**src/rtl/reg_bank_2w2r.sv**
```systemverilog
// reg_bank_2w2r
// Dual-write, dual-read register file for dual-issue / writeback-plus-load
// pipelines. Storage is DATA_WIDTH x 2**ADDR_WIDTH with registered reads
// (one cycle of latency).
//
// Parameters
//   DATA_WIDTH : bits per register
//   ADDR_WIDTH : address bits, depth = 2**ADDR_WIDTH
//   ZERO_REG   : 1 = register 0 reads as zero and ignores writes
//   BYPASS     : 1 = a read sees data written at the same edge
//
// Ports
//   clock                           : rising-edge clock
//   clear                           : asynchronous active-high reset
//   readRegA / readRegB             : read addresses
//   dataReadA / dataReadB           : registered read data
//   writeEnA / writeRegA / writeDataA : write port A
//   writeEnB / writeRegB / writeDataB : write port B (wins on collision)
module reg_bank_2w2r #(
  parameter int DATA_WIDTH = 32,
  parameter int ADDR_WIDTH = 5,
  parameter int ZERO_REG   = 1,
  parameter int BYPASS     = 1
) (
  input  logic                  clock,
  input  logic                  clear,
  input  logic [ADDR_WIDTH-1:0] readRegA,
  input  logic [ADDR_WIDTH-1:0] readRegB,
  output logic [DATA_WIDTH-1:0] dataReadA,
  output logic [DATA_WIDTH-1:0] dataReadB,
  input  logic                  writeEnA,
  input  logic [ADDR_WIDTH-1:0] writeRegA,
  input  logic [DATA_WIDTH-1:0] writeDataA,
  input  logic                  writeEnB,
  input  logic [ADDR_WIDTH-1:0] writeRegB,
  input  logic [DATA_WIDTH-1:0] writeDataB
);

  localparam int DEPTH = 1 << ADDR_WIDTH;

  logic [DATA_WIDTH-1:0] r_mem [DEPTH];

  logic                  w_zero_a;
  logic                  w_zero_b;
  logic                  w_wr_ok_a;
  logic                  w_wr_ok_b;
  logic [DATA_WIDTH-1:0] w_rd_a;
  logic [DATA_WIDTH-1:0] w_rd_b;

  // Register 0 is only special when ZERO_REG is set.
  assign w_zero_a = (ZERO_REG != 0) && (writeRegA == '0);
  assign w_zero_b = (ZERO_REG != 0) && (writeRegB == '0);

  // Port B takes priority, so port A is suppressed outright on a collision
  // rather than relying on assignment order.
  assign w_wr_ok_b = writeEnB && !w_zero_b;
  assign w_wr_ok_a = writeEnA && !w_zero_a &&
                     !(w_wr_ok_b && (writeRegA == writeRegB));

  always_ff @(posedge clock or posedge clear) begin
    if (clear) begin
      for (int i = 0; i < DEPTH; i++) begin
        r_mem[i] <= '0;
      end
    end else begin
      if (w_wr_ok_a) begin
        r_mem[writeRegA] <= writeDataA;
      end
      if (w_wr_ok_b) begin
        r_mem[writeRegB] <= writeDataB;
      end
    end
  end

  // Read selection: the zero register overrides everything, then the
  // forwarded write data (B before A), then stored contents.
  always_comb begin
    w_rd_a = r_mem[readRegA];
    if ((ZERO_REG != 0) && (readRegA == '0)) begin
      w_rd_a = '0;
    end else if ((BYPASS != 0) && w_wr_ok_b && (writeRegB == readRegA)) begin
      w_rd_a = writeDataB;
    end else if ((BYPASS != 0) && w_wr_ok_a && (writeRegA == readRegA)) begin
      w_rd_a = writeDataA;
    end
  end

  always_comb begin
    w_rd_b = r_mem[readRegB];
    if ((ZERO_REG != 0) && (readRegB == '0)) begin
      w_rd_b = '0;
    end else if ((BYPASS != 0) && w_wr_ok_b && (writeRegB == readRegB)) begin
      w_rd_b = writeDataB;
    end else if ((BYPASS != 0) && w_wr_ok_a && (writeRegA == readRegB)) begin
      w_rd_b = writeDataA;
    end
  end

  always_ff @(posedge clock or posedge clear) begin
    if (clear) begin
      dataReadA <= '0;
      dataReadB <= '0;
    end else begin
      dataReadA <= w_rd_a;
      dataReadB <= w_rd_b;
    end
  end

endmodule

```
**config.mk**
```make
export PLATFORM = sky130hd
export DESIGN_NAME = reg_bank_2w2r
export DESIGN_NICKNAME = d
export VERILOG_FILES = /design/src/rtl/reg_bank_2w2r.sv
export SDC_FILE = /design/constraint.sdc
export NUM_CORES = 2
export LEC_CHECK = 0
export CORE_MARGIN = 3
export CORE_UTILIZATION = 33
export DETAILED_ROUTE_END_ITERATION = 10
export PLACE_DENSITY = 0.59
export SYNTH_ARGS = -nofsm -noshare
export SYNTH_HDL_FRONTEND = slang
export SYNTH_SLANG_ARGS = --single-unit
```
**constraint.sdc**
```tcl
create_clock -name clock -period 103.8 [get_ports clock]
set_input_delay 20.76 -clock clock [delete_from_list [all_inputs] [get_ports clock]]
set_output_delay 20.76 -clock clock [all_outputs]
set_load 0.01 [all_outputs]
```
After elaboration in Yosys (flattened, before gate mapping) --
Cells that the tools add are included.
Cells by class: $lt $le $gt $ge 6, equal/unequal tests 5, mux-type cells 20, bitwise logic cells 4, reductions and logical operators 17
Operators with widths (count):
- $bwmux 1024 | 2
- $mux 1024 | 2
- $mux 32 | 12
- $bmux 32 s5 | 2
- $demux 32 s5 | 2
- $eq 5x5->1 | 5
- $ge 6x6->1 const B | 4
- $not 5->6 | 4
- $logic_not 5->1 | 4
- $lt 6x1->1 const B | 2
- $logic_and 1x1->1 | 10
- $logic_not 1->1 | 3
Word-level totals: register bits 1088, input bits 88, output and inout bits 64, logic and storage cells 86

Depth between registers and ports, before layout --
word-level depth 10, gate-level depth with buffers 9, gate-level depth less buffers 5

Least setup slack after synthesis --
No wires, ideal clock.
path type input-to-reg, start point input writeRegB[0], end point register r_mem[128] (netlist name), setup time 0.142 ns, arrival time 22.566 ns, data required time 103.658 ns, slack 81.092 ns, cell stages on the path 8, path buffers 3, path through buf_2 > or4_4 > o211ai_4 > o2111ai_1 > clkbuf_1 > clkbuf_1 > o21ai_0 > a31oi_1
On the way: longest elaborated chain between the ends 9, elaborated cells on any way between the ends 16, those cells by class 2 x order compare; 1 x eq/ne; 5 x mux; 1 x bitwise; 7 x reduce/logical
Ends and longest elaborated chain:
- start: declaration | line 35 | input logic [ADDR_WIDTH-1:0] writeRegB,
- branches (longest 8 deep; another with $ge 6x6->1)
- $mux 1024 (*) | line 69 | if (w_wr_ok_b) begin
- end signal: indexed assignment | line 67 | r_mem[writeRegA] <= writeDataA;
- end signal: indexed assignment | line 70 | r_mem[writeRegB] <= writeDataB;
- end: declaration | line 41 | logic [DATA_WIDTH-1:0] r_mem [DEPTH];
Mark *: on every way between the ends.

Worst setup path after layout --
start point input writeRegA[3], end point register r_mem[679] (netlist name)
On the way: longest elaborated chain between the ends 9, elaborated cells on any way between the ends 17, those cells by class 2 x order compare; 1 x eq/ne; 6 x mux; 1 x bitwise; 7 x reduce/logical
Ends and longest elaborated chain:
- start: declaration | line 32 | input logic [ADDR_WIDTH-1:0] writeRegA,
- $not 5->6 (implied by the code) | line 67
- $ge 6x6->1 (implied by the code) / $lt 6x1->1 (equally long branches) | line 67
- $logic_and 1x1->1 (implied by the code) | line 67
- $mux 32 (implied by the code) | line 67
- $demux 32 s5 | line 67
- $bwmux 1024 | line 67
- $mux 1024 (*) | line 66 | if (w_wr_ok_a) begin
- $bwmux 1024 | line 70
- $mux 1024 (*) | line 69
Every way passes the cells marked *; elsewhere a longest branch is shown, timed or not.

==> reports/metrics.json <==
{
  "status": {"value": "finished, final reports clean"},
  "via_per_inst": {"value": 6.99},
  "crit-reg2reg-capture": {"value": "dataReadB[25]$_DFF_PP0_"},
  "core_area": {"value": 206000, "unit": "µm²"},
  "cts.path.max_buffers": {"value": 3},
  "cp.arrival": {"value": 25.98, "unit": "ns"},
  "post-route-min-period": {"value": 25.26, "unit": "ns"},
  "synth-warning-count": {"value": 0},
  "htree_num_levels": {"value": 3},
  "synth_area": {"value": 68700, "unit": "µm²"},
  "slew_headroom": {"value": 0.0551},
  "transition_at_the_pin_with_the_smallest_max_transition_slack": {"value": 1.41, "unit": "ns"},
  "starting_drc_count_in_detailed_routing": {"value": 11800},
  "route.antenna.remaining_nets": {"value": 0},
  "synth.avg_cell_area": {"value": 8.86, "unit": "µm²"},
  "postCtsHoldBufs": {"value": 0},
  "synth_ff_type": {"value": "sky130_fd_sc_hd__dfrtp_1"},
  "globalRouteTotalUtil": {"value": 0.306},
  "power_density": {"value": 19.5, "unit": "nW/µm²"},
  "regToRegStartpoint": {"value": "r_mem[249]$_DFF_PP0_"},
  "final_layout_size_suffix_gt1_frac": {"value": 0.123},
  "yosys.cell_types.count": {"value": 49},
  "globalRouteOverflowTotal": {"value": 0},
  "cp.required": {"value": 104.52, "unit": "ns"},
  "route.final.wire_length": {"value": 338, "unit": "mm"},
  "grt_pass1_wl": {"value": 483, "unit": "mm"},
  "worst-setup-path-type": {"value": "in -> reg"},
  "rr_worst_depth": {"value": 5},
  "die-area": {"value": 214000, "unit": "µm²"},
  "timing.fmax": {"value": 39.6, "unit": "MHz"},
  "num_rows": {"value": 166},
  "postCtsResizedCells": {"value": 0},
  "power_leakage": {"value": 28.7, "unit": "nW"},
  "dp_worst_setup_slack": {"value": 78.02, "unit": "ns"},
  "minimum_setup_slack_among_reg_to_reg_paths": {"value": 101.59, "unit": "ns"},
  "most_frequent_cells_in_the_layout": {"value": "1088 x sky130_fd_sc_hd__dfrtp_1, 1084 x sky130_fd_sc_hd__o21ai_0, 992 x sky130_fd_sc_hd__a31oi_1, 990 x sky130_fd_sc_hd__nand3_1, 934 x sky130_fd_sc_hd__nor2_1"},
  "cts.clk_slew.worst_paths": {"value": 0.07, "unit": "ns"},
  "layout.cells.most_common": {"value": "sky130_fd_sc_hd__dfrtp_1"},
  "tritoncts_clock_tree": {"value": "yes"},
  "synth.net_count": {"value": 7846},
  "numCtsBuffers": {"value": 120},
  "post-cts-setup-buffers": {"value": 0},
  "io_pins": {"value": 152},
  "number_of_instances_in_the_synthesized_netlist": {"value": 7758},
  "report.final.hold_viol_count": {"value": 0},
  "gpl.final_weighted_congestion": {"value": 0.915},
  "setup.worst_path.end": {"value": "r_mem[679]$_DFF_PP0_"},
  "area_delta_synth_final": {"value": 10.2, "unit": "%"},
  "start_util": {"value": 0.334},
  "skew": {"value": 0.0263, "unit": "ns"},
  "min_path_cells": {"value": 0},
  "ys_async_sr_fraction": {"value": 1.00},
  "cap_viol_max_count": {"value": 0},
  "ys_seq_elements": {"value": 1088},
  "port_buffers": {"value": 151},
  "setup.worst_path.start_class": {"value": "primary input"},
  "first_global_vias": {"value": 67200},
  "hp-class": {"value": "reg -> reg"},
  "clock_sinks": {"value": 1088},
  "post-route-worst-setup-slack": {"value": 78.54, "unit": "ns"},
  "insertion_delay": {"value": 0.80, "unit": "ns"},
  "drt_drc_violations_left": {"value": 0},
  "cp-startpoint": {"value": "writeRegA[3]"},
  "vdd_ir_drop_max": {"value": 14.7, "unit": "µV"},
  "portion_of_the_clock_cycle_consumed_by_the_worst_path_in_the_final_layout": {"value": 0.243},
  "setup-tns-final": {"value": 0, "unit": "ns"},
  "critical_path_peak_fanout": {"value": 70},
  "unrepaired_setup_endpoints_after_global_routing": {"value": "no"},
  "drt_pass1_iterations": {"value": 8},
  "crit_path_end_kind": {"value": "flop"},
  "setup-violations-final": {"value": 0},
  "floorplan.die.width": {"value": 462, "unit": "µm"},
  "slew_violations": {"value": 0},
  "synth-edff-count": {"value": 0},
  "ctsRootBufferMaster": {"value": "sky130_fd_sc_hd__clkbuf_16"},
  "route.vias.total": {"value": 70000},
  "grt_antenna_before_repair": {"value": 22},
  "die_h": {"value": 462, "unit": "µm"},
  "hold-worst-slack": {"value": 0.401, "unit": "ns"},
  "pin_count_of_the_biggest_net_entering_global_routing": {"value": 157},
  "num-nets-final": {"value": 7205},
  "wl_per_cell": {"value": 33.8, "unit": "µm"},
  "seq_area_frac_synth": {"value": 0.396},
  "place.detailed.hpwl": {"value": 182, "unit": "mm"}
}
==> cells in the mapped netlist, drive strengths merged, types with 2 or more instances <==
library cell | count | area share
a211o | 2 | 0.00026
a211oi | 34 | 0.0037
a21oi | 88 | 0.0064
a22oi | 229 | 0.025
a31oi | 992 | 0.090
a32oi | 64 | 0.0082
and2 | 14 | 0.0013
and3b | 3 | 0.00038
and4 | 30 | 0.0038
and4b | 2 | 0.00029
buf | 261 | 0.019
clkbuf | 879 | 0.048
dfrtp | 1088 | 0.40
mux2 | 32 | 0.0052
mux2i | 418 | 0.061
mux4 | 320 | 0.10
nand2 | 122 | 0.0067
nand2b | 5 | 0.00046
nand3 | 991 | 0.072
nand3b | 3 | 0.00033
nand4 | 5 | 0.00046
nand4b | 2 | 0.00026
nor2 | 942 | 0.051
nor2b | 16 | 0.0015
nor3 | 6 | 0.00044
nor3b | 3 | 0.00033
nor4 | 2 | 0.00018
nor4b | 2 | 0.00026
o211a | 3 | 0.00044
o211ai | 4 | 0.00071
o21ai | 1088 | 0.079
o22ai | 64 | 0.0058
or2 | 6 | 0.00055
or3 | 3 | 0.00027
or3b | 5 | 0.00064
xnor2 | 17 | 0.0022
xor2 | 8 | 0.0010
==> sequential cells by signal, summed over array words and instances, names as in the netlist <==
| signal | flops |
|---|---|
| dataReadB | 32 |
| dataReadA | 32 |
| r_mem | 1024 |
==> power breakdown <==
part	switching, mW	internal [mW]
logic	0.203	0.173
clock network	0.199	0.275
registers	0.0926	0.536
total	0.495	0.984
==> metrics by stage <==
stage          power, mW  cells  utilization  area [µm²]
2_1_floorplan      0.862   7758            -       68700
3_3_place_gp       0.979   9767        0.347       71400
3_5_place_dp       0.994   9767        0.347       71400
4_1_cts             1.46   9991        0.367       75600
5_1_grt             1.53   9995        0.368       75600
6_report            1.48  10000        0.368       75700
==> final cells by class <==
class,count,area (µm²)
inverter,1,11.3
timing repair buffer,377,3350
sequential,1088,27200
multi-input combinational,5529,37300
clock inverter,47,638
fill,20300,130000
antenna,23,57.6
clock buffer,177,3590
tap,2772,3470
==> worst max-delay path, cell delays in order <==
cell	delay (ns)
sky130_fd_sc_hd__clkdlybuf4s50_1	0.94
sky130_fd_sc_hd__xnor2_1	0.19
sky130_fd_sc_hd__nand4_1	0.52
sky130_fd_sc_hd__o211ai_1	0.37
sky130_fd_sc_hd__buf_4	0.84
sky130_fd_sc_hd__buf_4	0.87
sky130_fd_sc_hd__buf_4	0.88
sky130_fd_sc_hd__o21ai_0	0.24
sky130_fd_sc_hd__a31oi_1	0.22
==> routing by layer <==
layer,global-route usage,wire length [µm]
met1,0.369,118000
met2,0.451,144000
met3,0.0975,45400
met4,0.239,30300
met5,0,111
==> worst min path at each step <==
| stage | start | endpoint |
|---|---|---|
| final | r_mem[1019]$_DFF_PP0_ | r_mem[1019]$_DFF_PP0_ |
| after global routing | r_mem[1001]$_DFF_PP0_ | r_mem[1001]$_DFF_PP0_ |
| after CTS | r_mem[1001]$_DFF_PP0_ | r_mem[1001]$_DFF_PP0_ |
| after detailed placement | r_mem[1001]$_DFF_PP0_ | r_mem[1001]$_DFF_PP0_ |
| after global placement | r_mem[1002]$_DFF_PP0_ | r_mem[1002]$_DFF_PP0_ |
| after floorplan | r_mem[1001]$_DFF_PP0_ | r_mem[1001]$_DFF_PP0_ |
==> cells by family after synthesis <==
logic type	Yosys count	share of synthesized area
AO/OA/AOI/OAI	2570	0.220
AND/OR/NAND/NOR	2164	0.142
buffers and inverters	1141	0.0670
flip-flops	1088	0.396
multiplexers	770	0.171
XOR/XNOR	25	0.00319
Power figures use the tool's default switching activity.
